===== config.mk =====
export PLATFORM = sky130hd
export DESIGN_NAME = alu_exec_unit
export DESIGN_NICKNAME = d
export VERILOG_FILES = /design/src/rtl/alu_exec_unit.sv
export SDC_FILE = /design/constraint.sdc
export NUM_CORES = 1
export LEC_CHECK = 0
export CAP_MARGIN = 5
export CORE_ASPECT_RATIO = 1.25
export CORE_UTILIZATION = 41
export CTS_CLUSTER_DIAMETER = 40
export DETAILED_ROUTE_END_ITERATION = 8
export GPL_TIMING_DRIVEN = 1
export SLEW_MARGIN = 10
export SYNTH_ARGS = -nofsm -noshare
export SYNTH_HDL_FRONTEND = slang
export SYNTH_SLANG_ARGS = --single-unit

===== constraint.sdc =====
create_clock -name clk -period 3 [get_ports clk]
set_input_delay 0.6 -clock clk [delete_from_list [all_inputs] [get_ports clk]]
set_output_delay 0.6 -clock clk [all_outputs]
set_load 0.05 [all_outputs]

===== src/rtl/alu_exec_unit.sv =====
// EX-stage ALU: single-cycle arithmetic/logic ops plus SLL/SRL/SRA on a shared 1-bit shifter.
// Latency: non-shift (or shamt=0) result valid the cycle after accept; shifts valid shamt cycles after accept.
// Backpressure: o_ready only in IDLE; result held in DONE (o_valid=1) until i_ready, inputs ignored meanwhile.
module alu_exec_unit #(
  parameter int DATA_W = 32,
  parameter int CTRL_W = 4
) (
  input  logic              clk,
  input  logic              rst_n,
  input  logic              i_valid,
  output logic              o_ready,
  input  logic [CTRL_W-1:0] i_alu_control,
  input  logic [DATA_W-1:0] i_operand_a,
  input  logic [DATA_W-1:0] i_operand_b,
  input  logic [4:0]        i_shamt,
  output logic              o_valid,
  input  logic              i_ready,
  output logic [DATA_W-1:0] o_result,
  output logic              o_zero
);

  // alu_control encodings; codes outside this set execute as ADD
  localparam logic [CTRL_W-1:0] ALU_AND    = 4'h0;
  localparam logic [CTRL_W-1:0] ALU_OR     = 4'h1;
  localparam logic [CTRL_W-1:0] ALU_ADD    = 4'h2;
  localparam logic [CTRL_W-1:0] ALU_XOR    = 4'h3;
  localparam logic [CTRL_W-1:0] ALU_NOR    = 4'h4;
  localparam logic [CTRL_W-1:0] ALU_SLTU   = 4'h5;
  localparam logic [CTRL_W-1:0] ALU_SUB    = 4'h6;
  localparam logic [CTRL_W-1:0] ALU_SLT    = 4'h7;
  localparam logic [CTRL_W-1:0] ALU_SLL    = 4'h8;
  localparam logic [CTRL_W-1:0] ALU_SRL    = 4'h9;
  localparam logic [CTRL_W-1:0] ALU_SRA    = 4'hA;
  localparam logic [CTRL_W-1:0] ALU_LUI    = 4'hB;
  localparam logic [CTRL_W-1:0] ALU_BYPASS = 4'hC;

  typedef enum logic [1:0] {S_IDLE, S_BUSY, S_DONE} state_t;

  state_t            state_q, state_d;
  logic [DATA_W-1:0] work_q, work_d;   // shift working register, doubles as the result register
  logic [4:0]        cnt_q, cnt_d;     // shifts still to perform while BUSY
  logic [CTRL_W-1:0] kind_q, kind_d;   // latched op code for the shift direction

  logic [DATA_W-1:0] alu_res;
  logic [DATA_W-1:0] shift_src;
  logic [DATA_W-1:0] shifted;
  logic [CTRL_W-1:0] shift_kind;
  logic              is_shift;

  // single-cycle ALU result from the live request operands
  always_comb begin
    alu_res = i_operand_a + i_operand_b;
    case (i_alu_control)
      ALU_AND:    alu_res = i_operand_a & i_operand_b;
      ALU_OR:     alu_res = i_operand_a | i_operand_b;
      ALU_XOR:    alu_res = i_operand_a ^ i_operand_b;
      ALU_NOR:    alu_res = ~(i_operand_a | i_operand_b);
      ALU_SUB:    alu_res = i_operand_a - i_operand_b;
      ALU_SLT:    alu_res = {{(DATA_W-1){1'b0}}, ($signed(i_operand_a) < $signed(i_operand_b))};
      ALU_SLTU:   alu_res = {{(DATA_W-1){1'b0}}, (i_operand_a < i_operand_b)};
      ALU_LUI:    alu_res = i_operand_b << 16;
      ALU_BYPASS: alu_res = i_operand_a;
      default:    alu_res = i_operand_a + i_operand_b;
    endcase
  end

  // shared 1-bit shifter: fed by operand B on the accept edge, by the working register while BUSY
  always_comb begin
    shift_src  = (state_q == S_IDLE) ? i_operand_b : work_q;
    shift_kind = (state_q == S_IDLE) ? i_alu_control : kind_q;
    case (shift_kind)
      ALU_SRL: shifted = {1'b0, shift_src[DATA_W-1:1]};
      ALU_SRA: shifted = {shift_src[DATA_W-1], shift_src[DATA_W-1:1]};
      default: shifted = {shift_src[DATA_W-2:0], 1'b0};
    endcase
  end

  assign is_shift = (i_alu_control == ALU_SLL) || (i_alu_control == ALU_SRL) ||
                    (i_alu_control == ALU_SRA);

  // next-state: the accept edge performs the first shift so the result lands shamt cycles later
  always_comb begin
    state_d = state_q;
    work_d  = work_q;
    cnt_d   = cnt_q;
    kind_d  = kind_q;
    case (state_q)
      S_IDLE: begin
        if (i_valid) begin
          kind_d = i_alu_control;
          if (!is_shift) begin
            work_d  = alu_res;
            state_d = S_DONE;
          end else if (i_shamt == 5'd0) begin
            work_d  = i_operand_b;
            state_d = S_DONE;
          end else begin
            work_d  = shifted;
            cnt_d   = i_shamt - 5'd1;
            state_d = (i_shamt == 5'd1) ? S_DONE : S_BUSY;
          end
        end
      end
      S_BUSY: begin
        work_d = shifted;
        cnt_d  = cnt_q - 5'd1;
        if (cnt_q == 5'd1) state_d = S_DONE;
      end
      S_DONE: begin
        if (i_ready) state_d = S_IDLE;
      end
      default: state_d = S_IDLE;
    endcase
  end

  // state registers with synchronous active-low reset
  always_ff @(posedge clk) begin
    if (!rst_n) begin
      state_q <= S_IDLE;
      work_q  <= '0;
      cnt_q   <= '0;
      kind_q  <= '0;
    end else begin
      state_q <= state_d;
      work_q  <= work_d;
      cnt_q   <= cnt_d;
      kind_q  <= kind_d;
    end
  end

  assign o_ready  = (state_q == S_IDLE);
  assign o_valid  = (state_q == S_DONE);
  assign o_result = work_q;
  assign o_zero   = (work_q == '0);

endmodule


# After elaboration in Yosys (flattened, before gate mapping)
# Cells that the tools add are included.
[word_totals]
input_bits = 77
elab_cells = 66
reg_bits = 43
output_inout_bits = 35
[op_classes]
bitwise_logic = 4
n_lt_le_gt_ge = 2
add_sub_neg = 4
n_reduce_logical = 11
n_eq_ne = 22
n_mux = 19
[op_table]
columns = ["operator", "count"]
rows = [
  ["$pmux 32 s9", 1],
  ["$mux 32", 4],
  ["$pmux 32 s2", 2],
  ["$lt 32x32->1", 2],
  ["$add 32x32->32", 1],
  ["$and 32x32->32", 1],
  ["$logic_not 32->1", 1],
  ["$not 32->32", 1],
  ["$or 32x32->32", 1],
  ["$sub 32x32->32", 1],
  ["$xor 32x32->32", 1],
  ["$eq 4x4->1 const B", 7],
  ["$eq 4x3->1 const B", 4],
  ["$mux 5", 3],
  ["$mux 2", 6],
  ["$eq 5x1->1 const B", 2],
  ["$pmux 5 s2", 1],
  ["$sub 5x1->5 const B", 2],
  ["$ne 2x2->1 const B", 3],
  ["$pmux 2 s3", 1],
  ["$logic_not 5->1", 1],
  ["$eq 4x1->1 const B", 1],
  ["$eq 4x2->1 const B", 1],
  ["$logic_not 4->1", 1],
  ["10 further kinds", 13],
]

# Logic depth before layout (Yosys ltp)
[depth]
depth_word = 8
mapped_depth = 13

# Least setup slack after synthesis
# Ideal clock, no wire load.
[synth_path]
kind = "input-to-reg"
startpoint = "in i_operand_a[0]"
endpoint = "reg work_q[22], in the netlist o_result[22]"
setup_ns = 0.119
stages = 13
setup_slack_ns = -0.165
n_path_buf = 0
arrival_ns = 3.046
required_time_ns = 2.881
path_cell_list = "ha_1 inv_1 fa_1 and2b_1 o211ai_1 a2111oi_2 o31ai_1 o21a_1 o21ai_0 o221a_2 o221ai_1 a21oi_1 o2bb2ai_1"
[synth_between]
elab_chain_cells = 5
elab_cells_between_ends = 6
classes_between = "add/sub: 2; mux: 4"
[synth_lines]
columns = ["item", "line", "rtl"]
rows = [
  ["from (decl)", "13", "input logic [DATA_W-1:0] i_operand_a,"],
  ["$add 32x32->32 / $sub 32x32->32 (equally long branches)", "63, 58", ""],
  ["$pmux 32 s9 (*)", "53", "case (i_alu_control)"],
  ["$mux 32 (*)", "91", "if (!is_shift) begin"],
  ["$mux 32 (*)", "89", "if (i_valid) begin"],
  ["$pmux 32 s2 (*)", "87", "case (state_q)"],
  ["to (signal assigned)", "125", "work_q <= work_d;"],
  ["to (decl)", "40", "logic [DATA_W-1:0] work_q, work_d;"],
]
# Every way passes the cells marked *; elsewhere a longest branch is shown, timed or not. The select of a mux whose other input is x is not followed.
# A chain may end at the register's enable or synchronous reset.

# Worst setup path after layout
[layout_path]
startpoint = "in i_operand_b[0]"
endpoint = "reg work_q[27], in the netlist o_result[27]"
[layout_between]
elab_chain_cells = 5
elab_cells_between_ends = 6
classes_between = "add/sub: 2; mux: 4"
[layout_lines]
columns = ["item", "line", "rtl"]
rows = [
  ["from (decl)", "14", "input logic [DATA_W-1:0] i_operand_b,"],
  ["$add 32x32->32 / $sub 32x32->32 (equally long branches)", "63, 58", ""],
  ["$pmux 32 s9 (*)", "53", ""],
  ["$mux 32 (*)", "91", ""],
  ["$mux 32 (*)", "89", ""],
  ["$pmux 32 s2 (*)", "87", ""],
]
# Marked as above.

==> run_results.csv <==
group,metric,value,unit
sta,postLayoutSetupSlackWorst,-0.125,ns
status,status,"finished with violations",
placed_design,finalWeightedCongestion,1.03,
logic_synthesis,yosysWarningCount,0,
sta,worstMarginPinSlew,0.857,ns
sta,final-max-slew-violation-count,0,
detailed_routing,via_per_inst,6.50,
sta,setup-tns-final,-0.449,ns
floorplan,die-area,22500,sq um
grt,grt_use_total,44.4,%
clocking,htreeDepth,2,
logic_synthesis,synth_enable_flop_cells,0,
power,p_per_area,309,nW/um^2
sta,max_freq,320,MHz
clocking,clockBufferDepth,2,
logic_synthesis,synth_cells,1232,
logic_synthesis,yosysTopAreaCellShare,14.0,%
sta,period_needed,3.12,ns
logic_synthesis,synthesis.area,8960,sq um
logic_synthesis,synth-main-ff-cell,"dfxtp_1",
clocking,ctsRootBufferMaster,"clkbuf_16",
critical_path,worstSetupEndpointType,"flop",
placed_design,numPortBuffers,111,
min_path,hp-start,"kind_q[2]",
grt,grt_max_degree,40,
floorplan,start_util,41.7,%
critical_path,worstReg2RegStart,"state_q[1]",
critical_path,r2r-end,"o_result[30]",
detailed_routing,dr.pass1.iters,8,
clocking,postCtsHoldBufs,0,
floorplan,die_h,167,microns
final_layout,drive_gt1_share,44.5,%
detailed_routing,drc,0,
sta,fin_crit_sh,104,%
min_path,whs_path_depth,2,
logic_synthesis,avgSynthCellArea,7.27,sq um
critical_path,rr_worst_depth,9,
critical_path,cp.buffers_inverters,5,
critical_path,cp.arrival,3.36,ns
logic_synthesis,synth_nets,1411,
sta,finalSetupViolations,8,
clocking,cts-buffers-inserted,5,
clocking,clk_pin_slew_worst_paths,0.08,ns
placed_design,dp_hpwl,39200,microns
floorplan,rows,60,
floorplan,die_w,134,microns
min_path,holdPathEnd,"kind_q[2]",
grt,grt_pass1_vias,12400,
critical_path,cp_max_fo,4,
logic_synthesis,synth_area_leaders,"ha_1, dfxtp_1, mux4_2",
clocking,cts_sinks,43,
detailed_routing,wl,51100,microns
final_layout,regArea,861,sq um
logic_synthesis,synth_cell_type_count,84,
detailed_routing,ant_nets,0,
detailed_routing,drtIter0Drc,1753,
logic_synthesis,seq_area_frac_synth,9.61,%
power,peakVddDrop,0.476,mV
sta,hold_violations,0,
sta,fin_skew,0.00951,ns
logic_synthesis,synthArstFlopShare,0,%
critical_path,worstSetupPathType,"input pin to flop",
clocking,clk_latency,0.31,ns
detailed_routing,vias,13100,
detailed_routing,wl_per_cell,25.5,microns
final_layout,syn2layout_area_growth,70.8,%
sta,rsz0062_at_grt,"yes",
sta,max_slew_margin,42.6,%
min_path,hp-class,"flop to flop",
clocking,cts_tree,"done",
critical_path,path_cells,"buf_8 -> buf_6 -> ha_4 -> buf_4 -> o21bai_1 -> a21oi_2 -> o211ai_1 -> nand2_1 -> o21ai_1 -> buf_4 -> a21boi_4 -> buf_6 -> o41a_1 -> o221ai_1 -> nand2_2 -> a221oi_2",
grt,grt_pass1_wl,75100,microns
critical_path,cpPeakStageDelay,0.39,ns
logic_synthesis,synth_area_leader_cell,"ha_1",
critical_path,r2r_slack,0.34,ns
logic_synthesis,ys_ff_latch,43,
critical_path,cp_slowest_cell,"o41a_1",
power,leakage,6.69,nW
floorplan,ios,112,
final_layout,finish.net_count,1907,
grt,overflow,0,
critical_path,crit_family,"compound AO/OA/AOI/OAI gates",
status,failed_checks,"negative setup slack",
critical_path,crit_required,3.23,ns
final_layout,multi_input_area,8760,sq um
floorplan,core-area,21500,sq um
final_layout,diodes,0,
power,p_total,0.00473,W
critical_path,cp-start-kind,"input pin",
grt,antenna_found_initial,0,
final_layout,fillerInstances,1784,
job,cap_viol_max_count,0,
layout by cell type, fill, tap and decap left out, types with 9 or more instances in the layout:
cell type        count
buf_4              438
nand2_1            100
nor2_1              97
a21oi_1             94
inv_1               69
ha_1                57
clkdlybuf4s50_1     57
o21ai_0             47
dfxtp_1             43
ha_4                31
mux4_2              30
inv_2               29
o221ai_1            25
buf_6               25
a21oi_2             22
nor3_1              21
a221oi_1            21
nand3_1             20
a21o_1              18
a22oi_1             18
o22ai_1             17
dlygate4sd2_1       17
o211ai_1            16
nor4_1              14
o21bai_1            14
a31oi_1             14
a221o_1             14
clkbuf_2            13
nand2b_1            12
ha_2                12
nand4_1             11
xnor2_1             11
a222oi_1            11
o21ai_1             10
dlymetal6s2s_1      10
a21oi_4              9
buf_12               9
cell type report:
| type | count | area share (%) |
|---|---|---|
| Multi-Input combinational cell | 996 | 57.3 |
| Timing Repair Buffer | 580 | 31.2 |
| Sequential cell | 43 | 5.63 |
| Inverter | 102 | 2.57 |
| Tap cell | 279 | 2.28 |
| Clock buffer | 5 | 0.818 |
| Clock inverter | 3 | 0.286 |
what timing repair did:
item                                    CTS  global route
gates resized for setup                 266           153
buffers inserted                         18            20
gates cloned                              0             1
endpoints found under the setup margin   31            31
pin swaps                                84            84
Yosys cell counts (13+ instances only):
library cell and n:
clkbuf_1 59, ha_1 100, a21o_1 18, a21oi_1 123, nor3_1 27, a221o_1 15, nand3_1 24, nand2b_1 16
buf_2 20, o21bai_1 15, nor2_1 106, dfxtp_1 43, nor4_1 20, a221oi_1 34, o221ai_1 32, o21ai_0 61
inv_1 101, o22ai_1 18, a22oi_1 18, o211ai_1 16, mux4_2 30, xnor2_1 13, nand2_1 105, a31oi_1 20
cells by family (layout without fill, tap and decap cells):
| group | after synthesis | after routing | synth area share, % |
|---|---|---|---|
| buffers and inverters | 193 | 690 | 8.57 |
| muxes | 41 | 41 | 8.82 |
| DFF | 43 | 43 | 9.61 |
| xor gates and xnor gates | 16 | 16 | 1.56 |
| and+or+nand+nor | 353 | 353 | 18.4 |
| adders and majority gates | 102 | 102 | 14.4 |
| AOI/OAI and AO/OA | 484 | 484 | 38.6 |
per-layer routing:
metal  vias to the layer above  track usage [%]  part of all wire (%)
met3                       213             9.42                    12
li1                       5699                -                     -
met5                         -                0                     0
met4                         0             24.8                   6.9
met2                       983             67.9                    43
met1                      6155             57.7                    38
metrics by stage:
stage               util, %  hold slack [ns]  setup slack, ns  cells  cell area [sq um]
global placement       62.6            0.445            -1.03   1966              13400
finish                 71.3            0.462           -0.125   2008              15300
CTS                    68.0            0.463           -0.116   1988              14600
global route           71.3            0.482           -0.246   2008              15300
floorplan                 -            0.437          0.00951   1232               8990
detailed placement     62.6            0.452            -1.07   1966              13400
tightest hold or removal path, stage by stage, from the launching register on:
cell and delay (ns):
dfxtp_1 0.31, nand2_1 0.04, a21boi_0 0.06
flip-flops by register name, indices dropped and copies added (netlist names):
name,cells
kind_q,4
cnt_q,5
o_result,32
state_q,2
how the worst max path moves through the flow:
stage | start | end | slack, ns | depth (start not counted)
after floorplan | i_operand_a[0] | o_result[30] | 0.01 | 13
after global placement | i_operand_b[2] | o_result[25] | -1.03 | 14
after detailed placement | i_operand_b[2] | o_result[25] | -1.07 | 14
after CTS | i_operand_a[21] | o_result[22] | -0.12 | 14
after global routing | i_operand_b[0] | o_result[27] | -0.25 | 16
final | i_operand_b[0] | o_result[27] | -0.12 | 16
where the power goes:
group / switching (W) / leakage, nW / internal, W
clock: 0.000293 / 0.0838 / 0.000395
sequential: 0.000108 / 0.353 / 0.000632
combinational: 0.00179 / 6.25 / 0.00152
total: 0.00219 / 6.69 / 0.00254
(Power assumes the default switching activity.)
